`src/rtl/a78_loader_pkg.sv`:
```
// ============================================================================
// a78_pkg : shared types and constants for the A78 loader and cart mapper
// Revision: 1.0
// ============================================================================
`default_nettype none

package a78_pkg;

    typedef enum logic [1:0] {
        ST_IDLE  = 2'd0,
        ST_RECV  = 2'd1,
        ST_WRITE = 2'd2,
        ST_HOLD  = 2'd3
    } state_t;

    // Header byte offsets
    localparam int c_hdr_sig_first  = 1;
    localparam int c_hdr_sig_len    = 9;
    localparam int c_hdr_size_first = 8'h31;
    localparam int c_hdr_size_len   = 4;
    localparam int c_hdr_type_hi    = 8'h35;
    localparam int c_hdr_type_lo    = 8'h36;

    // Element 0 is the byte at offset 1
    localparam logic [0:8][7:0] c_a78_signature = "ATARI7800";

    // cart_flags bit layout consumed by the mapper
    localparam int c_flags_w         = 10;
    localparam int c_flag_activision = 8;
    localparam int c_flag_absolute   = 9;

    typedef struct packed {
        logic [0:8][7:0] sig;
        logic [0:3][7:0] size;
        logic [7:0]      type_hi;
        logic [7:0]      type_lo;
    } a78_header_t;

endpackage

`default_nettype wire

```
`src/rtl/a78_loader_header_decode.sv`:
```
// ============================================================================
// a78_header_decode : header shadow -> signature check, ROM size, mapper flags
// Revision: 1.0
// ============================================================================
`default_nettype none

module a78_header_decode
    import a78_pkg::*;
(
    input  a78_header_t          hdr,
    output logic                 sig_ok,
    output logic [31:0]          size,
    output logic [c_flags_w-1:0] flags
);

    logic w_unused_type_bits;
    assign w_unused_type_bits = ^hdr.type_hi[7:2];

    always_comb begin
        sig_ok                   = (hdr.sig == c_a78_signature);
        size                     = hdr.size;
        flags                    = '0;
        flags[7:0]               = hdr.type_lo;
        flags[c_flag_activision] = hdr.type_hi[1];
        flags[c_flag_absolute]   = hdr.type_hi[0];
    end

endmodule

`default_nettype wire

```
`src/rtl/a78_loader.sv`:
```
// ============================================================================
// a78_loader : HPS ioctl download -> cart ROM writer with A78 header parsing.
// Optional macro A78_SIZE_CHECK_EN flags header size vs payload size mismatch.
// Revision: 1.0
// ============================================================================
`default_nettype none

module a78_loader
    import a78_pkg::*;
#(
    parameter int ADDR_W     = 18,
    parameter int HEADER_LEN = 128,
    parameter int RESET_HOLD = 64
) (
    input  logic                 clock,
    input  logic                 reset,
    input  logic                 ioctl_download,
    input  logic                 has_header,
    input  logic                 ioctl_wr,
    input  logic [24:0]          ioctl_addr,
    input  logic [7:0]           ioctl_dout,
    output logic                 ioctl_wait,
    output logic [ADDR_W-1:0]    mem_addr,
    output logic [7:0]           mem_data,
    output logic                 mem_we,
    input  logic                 mem_ack,
    output logic [c_flags_w-1:0] cart_flags,
    output logic [31:0]          cart_size,
    output logic                 load_done,
    output logic                 load_error,
    output logic                 cart_reset
);

    localparam int c_hold_w = $clog2(RESET_HOLD + 1);
    localparam logic [c_hold_w-1:0] c_hold_last = c_hold_w'(RESET_HOLD - 1);

    state_t                 r_state, w_state_nxt;
    logic                   r_dl_prev;
    logic                   r_has_hdr;
    a78_header_t            r_hdr;
    logic [ADDR_W:0]        r_count;
    logic [c_hold_w-1:0]    r_hold_cnt;
    logic                   r_mem_we, r_wait, r_load_done, r_load_error, r_cart_reset;
    logic [ADDR_W-1:0]      r_mem_addr;
    logic [7:0]             r_mem_data;
    logic [c_flags_w-1:0]   r_cart_flags;
    logic [31:0]            r_cart_size;

    logic                   w_dl_rise, w_in_hdr, w_ovf;
    logic [24:0]            w_idx;
    logic [ADDR_W:0]        w_idx_p1;
    logic                   w_start, w_hdr_wr, w_pay_wr, w_err_set, w_finish, w_hold_done;
    logic                   w_sig_ok;
    logic [31:0]            w_hdr_size;
    logic [c_flags_w-1:0]   w_hdr_flags;

    assign w_dl_rise = ioctl_download && !r_dl_prev;
    assign w_in_hdr  = r_has_hdr && (ioctl_addr < 25'(HEADER_LEN));
    assign w_idx     = ioctl_addr - (r_has_hdr ? 25'(HEADER_LEN) : 25'd0);
    assign w_ovf     = |w_idx[24:ADDR_W];
    assign w_idx_p1  = {1'b0, w_idx[ADDR_W-1:0]} + 1'b1;

    a78_header_decode u_decode (
        .hdr    (r_hdr),
        .sig_ok (w_sig_ok),
        .size   (w_hdr_size),
        .flags  (w_hdr_flags)
    );

    always_comb begin
        w_state_nxt = r_state;
        w_start     = 1'b0;
        w_hdr_wr    = 1'b0;
        w_pay_wr    = 1'b0;
        w_err_set   = 1'b0;
        w_finish    = 1'b0;
        w_hold_done = 1'b0;
        case (r_state)
            ST_IDLE: begin
                if (w_dl_rise) begin
                    w_start     = 1'b1;
                    w_state_nxt = ST_RECV;
                end
            end
            ST_RECV: begin
                if (!ioctl_download) begin
                    w_finish    = 1'b1;
                    w_state_nxt = ST_HOLD;
                end else if (ioctl_wr) begin
                    if (w_in_hdr) begin
                        w_hdr_wr = 1'b1;
                    end else if (w_ovf) begin
                        w_err_set = 1'b1;
                    end else begin
                        w_pay_wr    = 1'b1;
                        w_state_nxt = ST_WRITE;
                    end
                end
            end
            ST_WRITE: begin
                // The HPS should be stalled; a strobe here is lost data
                if (ioctl_wr) w_err_set = 1'b1;
                if (mem_ack) w_state_nxt = ST_RECV;
            end
            ST_HOLD: begin
                if (w_dl_rise) begin
                    w_start     = 1'b1;
                    w_state_nxt = ST_RECV;
                end else if (r_hold_cnt == c_hold_last) begin
                    w_hold_done = 1'b1;
                    w_state_nxt = ST_IDLE;
                end
            end
            default: w_state_nxt = ST_IDLE;
        endcase
    end

    always_ff @(posedge clock) begin
        if (reset) begin
            r_state      <= ST_IDLE;
            // A download still high across reset must not look like a new edge
            r_dl_prev    <= ioctl_download;
            r_has_hdr    <= 1'b0;
            r_hdr        <= '0;
            r_count      <= '0;
            r_hold_cnt   <= '0;
            r_mem_we     <= 1'b0;
            r_wait       <= 1'b0;
            r_mem_addr   <= '0;
            r_mem_data   <= '0;
            r_load_done  <= 1'b0;
            r_load_error <= 1'b0;
            r_cart_reset <= 1'b0;
            r_cart_flags <= '0;
            r_cart_size  <= '0;
        end else begin
            r_state     <= w_state_nxt;
            r_dl_prev   <= ioctl_download;
            r_load_done <= w_finish;

            if (w_start) begin
                r_has_hdr    <= has_header;
                r_count      <= '0;
                r_hdr        <= '0;
                r_load_error <= 1'b0;
                r_cart_reset <= 1'b1;
            end

            if (w_hdr_wr) begin
                for (int i = 0; i < c_hdr_sig_len; i++)
                    if (ioctl_addr == 25'(c_hdr_sig_first + i)) r_hdr.sig[i] <= ioctl_dout;
                for (int i = 0; i < c_hdr_size_len; i++)
                    if (ioctl_addr == 25'(c_hdr_size_first + i)) r_hdr.size[i] <= ioctl_dout;
                if (ioctl_addr == 25'(c_hdr_type_hi)) r_hdr.type_hi <= ioctl_dout;
                if (ioctl_addr == 25'(c_hdr_type_lo)) r_hdr.type_lo <= ioctl_dout;
            end

            if (w_err_set) r_load_error <= 1'b1;

            if (w_pay_wr) begin
                r_mem_addr <= w_idx[ADDR_W-1:0];
                r_mem_data <= ioctl_dout;
                r_mem_we   <= 1'b1;
                r_wait     <= 1'b1;
                if (w_idx_p1 > r_count) r_count <= w_idx_p1;
            end else if (r_state == ST_WRITE && mem_ack) begin
                r_mem_we <= 1'b0;
                r_wait   <= 1'b0;
            end

            if (w_finish) begin
                r_hold_cnt <= '0;
                if (r_has_hdr && w_sig_ok) begin
                    r_cart_size  <= w_hdr_size;
                    r_cart_flags <= w_hdr_flags;
`ifdef A78_SIZE_CHECK_EN
                    if (w_hdr_size != 32'(r_count)) r_load_error <= 1'b1;
`endif
                end else begin
                    r_cart_size  <= 32'(r_count);
                    r_cart_flags <= '0;
                    if (r_has_hdr) r_load_error <= 1'b1;
                end
            end else if (r_state == ST_HOLD) begin
                r_hold_cnt <= r_hold_cnt + 1'b1;
            end

            if (w_hold_done) r_cart_reset <= 1'b0;
        end
    end

    assign ioctl_wait = r_wait;
    assign mem_addr   = r_mem_addr;
    assign mem_data   = r_mem_data;
    assign mem_we     = r_mem_we;
    assign cart_flags = r_cart_flags;
    assign cart_size  = r_cart_size;
    assign load_done  = r_load_done;
    assign load_error = r_load_error;
    assign cart_reset = r_cart_reset;

endmodule

`default_nettype wire

```
`config.mk`:
```
export PLATFORM = sky130hd
export DESIGN_NAME = a78_loader
export DESIGN_NICKNAME = d
export VERILOG_FILES = /design/src/rtl/a78_loader_pkg.sv /design/src/rtl/a78_loader_header_decode.sv /design/src/rtl/a78_loader.sv
export SDC_FILE = /design/constraint.sdc
export NUM_CORES = 1
export LEC_CHECK = 0
export CORE_ASPECT_RATIO = 0.9
export CORE_MARGIN = 3
export CORE_UTILIZATION = 60
export CTS_CLUSTER_DIAMETER = 150
export CTS_CLUSTER_SIZE = 14
export DETAILED_ROUTE_END_ITERATION = 8
export DONT_BUFFER_PORTS = 1
export GPL_TIMING_DRIVEN = 0
export HOLD_SLACK_MARGIN = 0.12
export PLACE_DENSITY = 0.87
export SLEW_MARGIN = 20
export SYNTH_ARGS = -nofsm -noshare
export SYNTH_HDL_FRONTEND = slang
export SYNTH_SLANG_ARGS = --single-unit
```
`constraint.sdc`:
```
create_clock -name clock -period 9 [get_ports clock]
set_input_delay 0.45 -clock clock [delete_from_list [all_inputs] [get_ports clock]]
set_output_delay 0.45 -clock clock [all_outputs]
set_load 0.02 [all_outputs]
```
==> out/qor.txt <==
Worst-Skew Late Latency - 0.50 ns
post-synthesis simple-gate area fraction - 0.269
io pins - 112
async set-reset flop share out of synthesis - 0
status - finished clean
Synth Area in Compound Gates - 0.146
initial antenna violation count - 0
Synth Register Bits - 216
synth top area cells - dfxtp_1, a21oi_1, nand2_1
postcts setup bufs - 0
CP max-delay cell - or4_1
Slew Viols, Final - 0
mapped cell area - 9850 µm²
crit-path max FO - 10
most used cell, CP - nand4_1
Sw Ratio - 0.265
Logic pwr share - 0.107
CTS tree - built
worst clock skew - 0.0101 ns
Fin. Hold Viols - 0
achievable clock frequency - 194 MHz
Reg2Reg Depth - 16
number of distinct library cells after synthesis - 63
Vias/cell - 6.37
CP Capture Type - flop
min cycle time layout - 5.16 ns
Reg2Reg Setup Slack - 3.84 ns
global-route wire length before repair - 43700 µm
Yosys top cell by area - dfxtp_1
XOR/XNOR share of the synthesized area - 0.0249
fin crit share - 0.574
Die Span Y - 128 µm
setup TNS - 0 ns
signal arrival time at the worst endpoint - 5.51 ns
Max-slew headroom - 0.238
Syn Nets - 1263
CTS clk-pin slew, worst paths - 0.07 ns
Hold Path Origin - ioctl_dout[4]
crit path cell chain - ha_1 -> clkbuf_1 -> inv_1 -> or4_1 -> a222oi_1 -> nand4_1 -> xnor2_1 -> ha_1 -> nand4_1 -> nor4_1 -> o31ai_1 -> o211ai_1 -> nand4_1 -> buf_2 -> nand3_1 -> a21oi_1
First DRT Iteration DRCs - 1002
Pint - 1390 µW
grt ovf - 0
layout cells sized above 1 - 0.0464
Pleak - 0.00365 µW
unrepaired setup endpoints after global routing - false
worst setup margin - 3.84 ns
via count - 9119
Seq pwr share - 0.512
syn_area_per_cell - 8.25 µm²
Hold Crit Class - in -> reg
Total GRT Usage - 0.299
final number of setup-violating endpoints - 0
residual DRC count - 0
WL/cell - 19.7 µm
CTS Sinks - 216
main flop type after synthesis - dfxtp_1
Initial Utilization - 0.625
Layout Nets - 1298
switching power - 502 µW
critical path's largest stage delay - 0.58 ns
row count - 43
post_cts resized - 0
hold endpoint - r_hdr[36]$_SDFF_PP0_
hold path depth - 2
final wirelength - 28200 µm
number of I/O port buffers - 0
largest family of logic cells by synthesized area - simple AND/OR/NAND/NOR gates
Horiz. Die Dim - 141 µm
CP Data Required Time - 9.35 ns
worst slew pin tran - 1.13 ns
post-synthesis mux area share - 0.0335
Adder-Cell Fraction of Synth Area - 0.0381
Mapped Cells - 1194
Startpoint Class - flop
Setup CP Type - reg -> reg
hold buffers post-CTS - 14
H-tree level count - 1
YS warnings - 0
pre-CTS WS - 4.07 ns
register area share after synthesis - 0.439
fillers - 1210
die area - 18000 µm²
Longest Clk Path Bufs - 3
largest net degree at the start of global routing - 15
Cell Pwr Density - 177 nW/µm²
top cell type's share of synthesized area - 0.439
commonest cells in the netlist - dfxtp_1, nand2_1, a21oi_1
vias in the first global route - 8420
post-DP HPWL - 19600 µm
First-pass DRT Iterations - 8
Num CTS Buffers - 19
core area - 15800 µm²
Crit Reg-Reg Startpoint - r_has_hdr$_SDFFE_PP0P_
reg2reg end - r_count[18]$_SDFF_PP0_
Area Overhead vs Synth - 8.99%
Tot Pwr - 1900 µW
CTS Root Cell - clkbuf_16
Post-synth EDFFs - 0
Placer Congestion - 0.940
clock group share of total power - 0.381
diode count - 0
dominant cell by count in the synthesized netlist - dfxtp_1
Max IR drop VDD - 0.000172 V
ANT nets after route - 0
max cap viols - 0
[area by class of cell]
type	instances	area (µm²)	area share
Buffer	82	344	0.0320
Tap cell	202	253	0.0235
Inverter	39	146	0.0136
Sequential cell	216	4320	0.403
Clock buffer	19	475	0.0443
Clock inverter	2	17.5	0.00163
Multi-Input combinational cell	857	5040	0.469
Timing Repair Buffer	14	140	0.0130
[placed cells by master (no fill, tap or decap), types with 3 or more instances in the layout]
cell type,count
nor4b_1,9
nand4_1,22
nor3b_1,3
clkbuf_1,60
or3_1,6
a211oi_1,9
dfxtp_1,216
a22o_1,24
nor3b_4,3
o21ai_0,29
buf_2,14
nor4bb_1,5
nor4_4,3
nand3b_1,9
inv_1,39
o41ai_1,3
nor2_1,51
nand2_1,208
nor4_1,7
dlygate4sd3_1,14
ha_1,30
xor2_1,17
nor3_1,5
a21oi_1,156
clkbuf_16,19
mux2i_1,33
xnor2_1,11
or4_1,8
o31ai_1,3
and3_1,3
nand2b_1,5
buf_1,4
buf_4,3
nand3_1,145
or2_2,3
and2_1,10
[state kept, by name (all words and copies together), names as in the netlist]
register	flops
r_hdr	114
cart_size	32
r_count	19
mem_addr	18
cart_flags	10
mem_data	8
r_hold_cnt	7
r_state	2
cart_reset	1
ioctl_wait	1
load_done	1
load_error	1
r_dl_prev	1
r_has_hdr	1
[routing by layer]
metal,vias to the layer above,GRT usage,wire (µm)
met3,66,0.106,3860
li1,4253,-,-
met4,0,0.0792,692
met2,529,0.441,12100
met5,-,0,0
met1,4271,0.418,11500
[logic make-up after synthesis]
kind of cell | after synthesis
AO/OA/AOI/OAI | 245
XOR/XNOR | 28
adder cells (fa/ha/maj) | 30
buffers and inverters | 121
flip-flops | 216
multiplexers | 33
AND/OR/NAND/NOR | 521
[critical path: cells and delay by family (launching register included)]
kind,cells,cell delay [ns]
flops,1,0.54
compound gates,4,0.88
fa+ha+maj,2,0.59
buf+inv,3,0.86
simple gates,6,1.91
xor+xnor,1,0.23
[per-stage QoR]
stage	cells	util	instance area, µm²	hold slack (ns)
final	1431	0.681	10700	0.144
after global placement	1396	0.641	10100	0.444
after detailed placement	1396	0.641	10100	0.452
after global routing	1431	0.681	10700	0.142
after CTS	1431	0.681	10700	0.128
after floorplan	1194	-	9850	0.438
[worst max path at each step]
stage	start	end	depth (start not counted)
4_1_cts	r_has_hdr$_SDFFE_PP0P_	r_count[18]$_SDFF_PP0_	16
6_report	r_has_hdr$_SDFFE_PP0P_	r_count[18]$_SDFF_PP0_	16
5_1_grt	r_has_hdr$_SDFFE_PP0P_	r_count[18]$_SDFF_PP0_	16
2_1_floorplan	ioctl_addr[7]	r_count[10]$_SDFF_PP0_	17
3_5_place_dp	r_has_hdr$_SDFFE_PP0P_	r_count[18]$_SDFF_PP0_	16
3_3_place_gp	ioctl_addr[7]	r_count[18]$_SDFF_PP0_	17
[power groups by stage]
stage	Clock [µW]	Sequential (µW)	Combinational, µW
after floorplan	0	990	133
after global placement	0	992	183
after detailed placement	0	992	187
after CTS	724	971	196
after global routing	758	971	219
final	722	971	204
(Power assumes the default switching activity.)
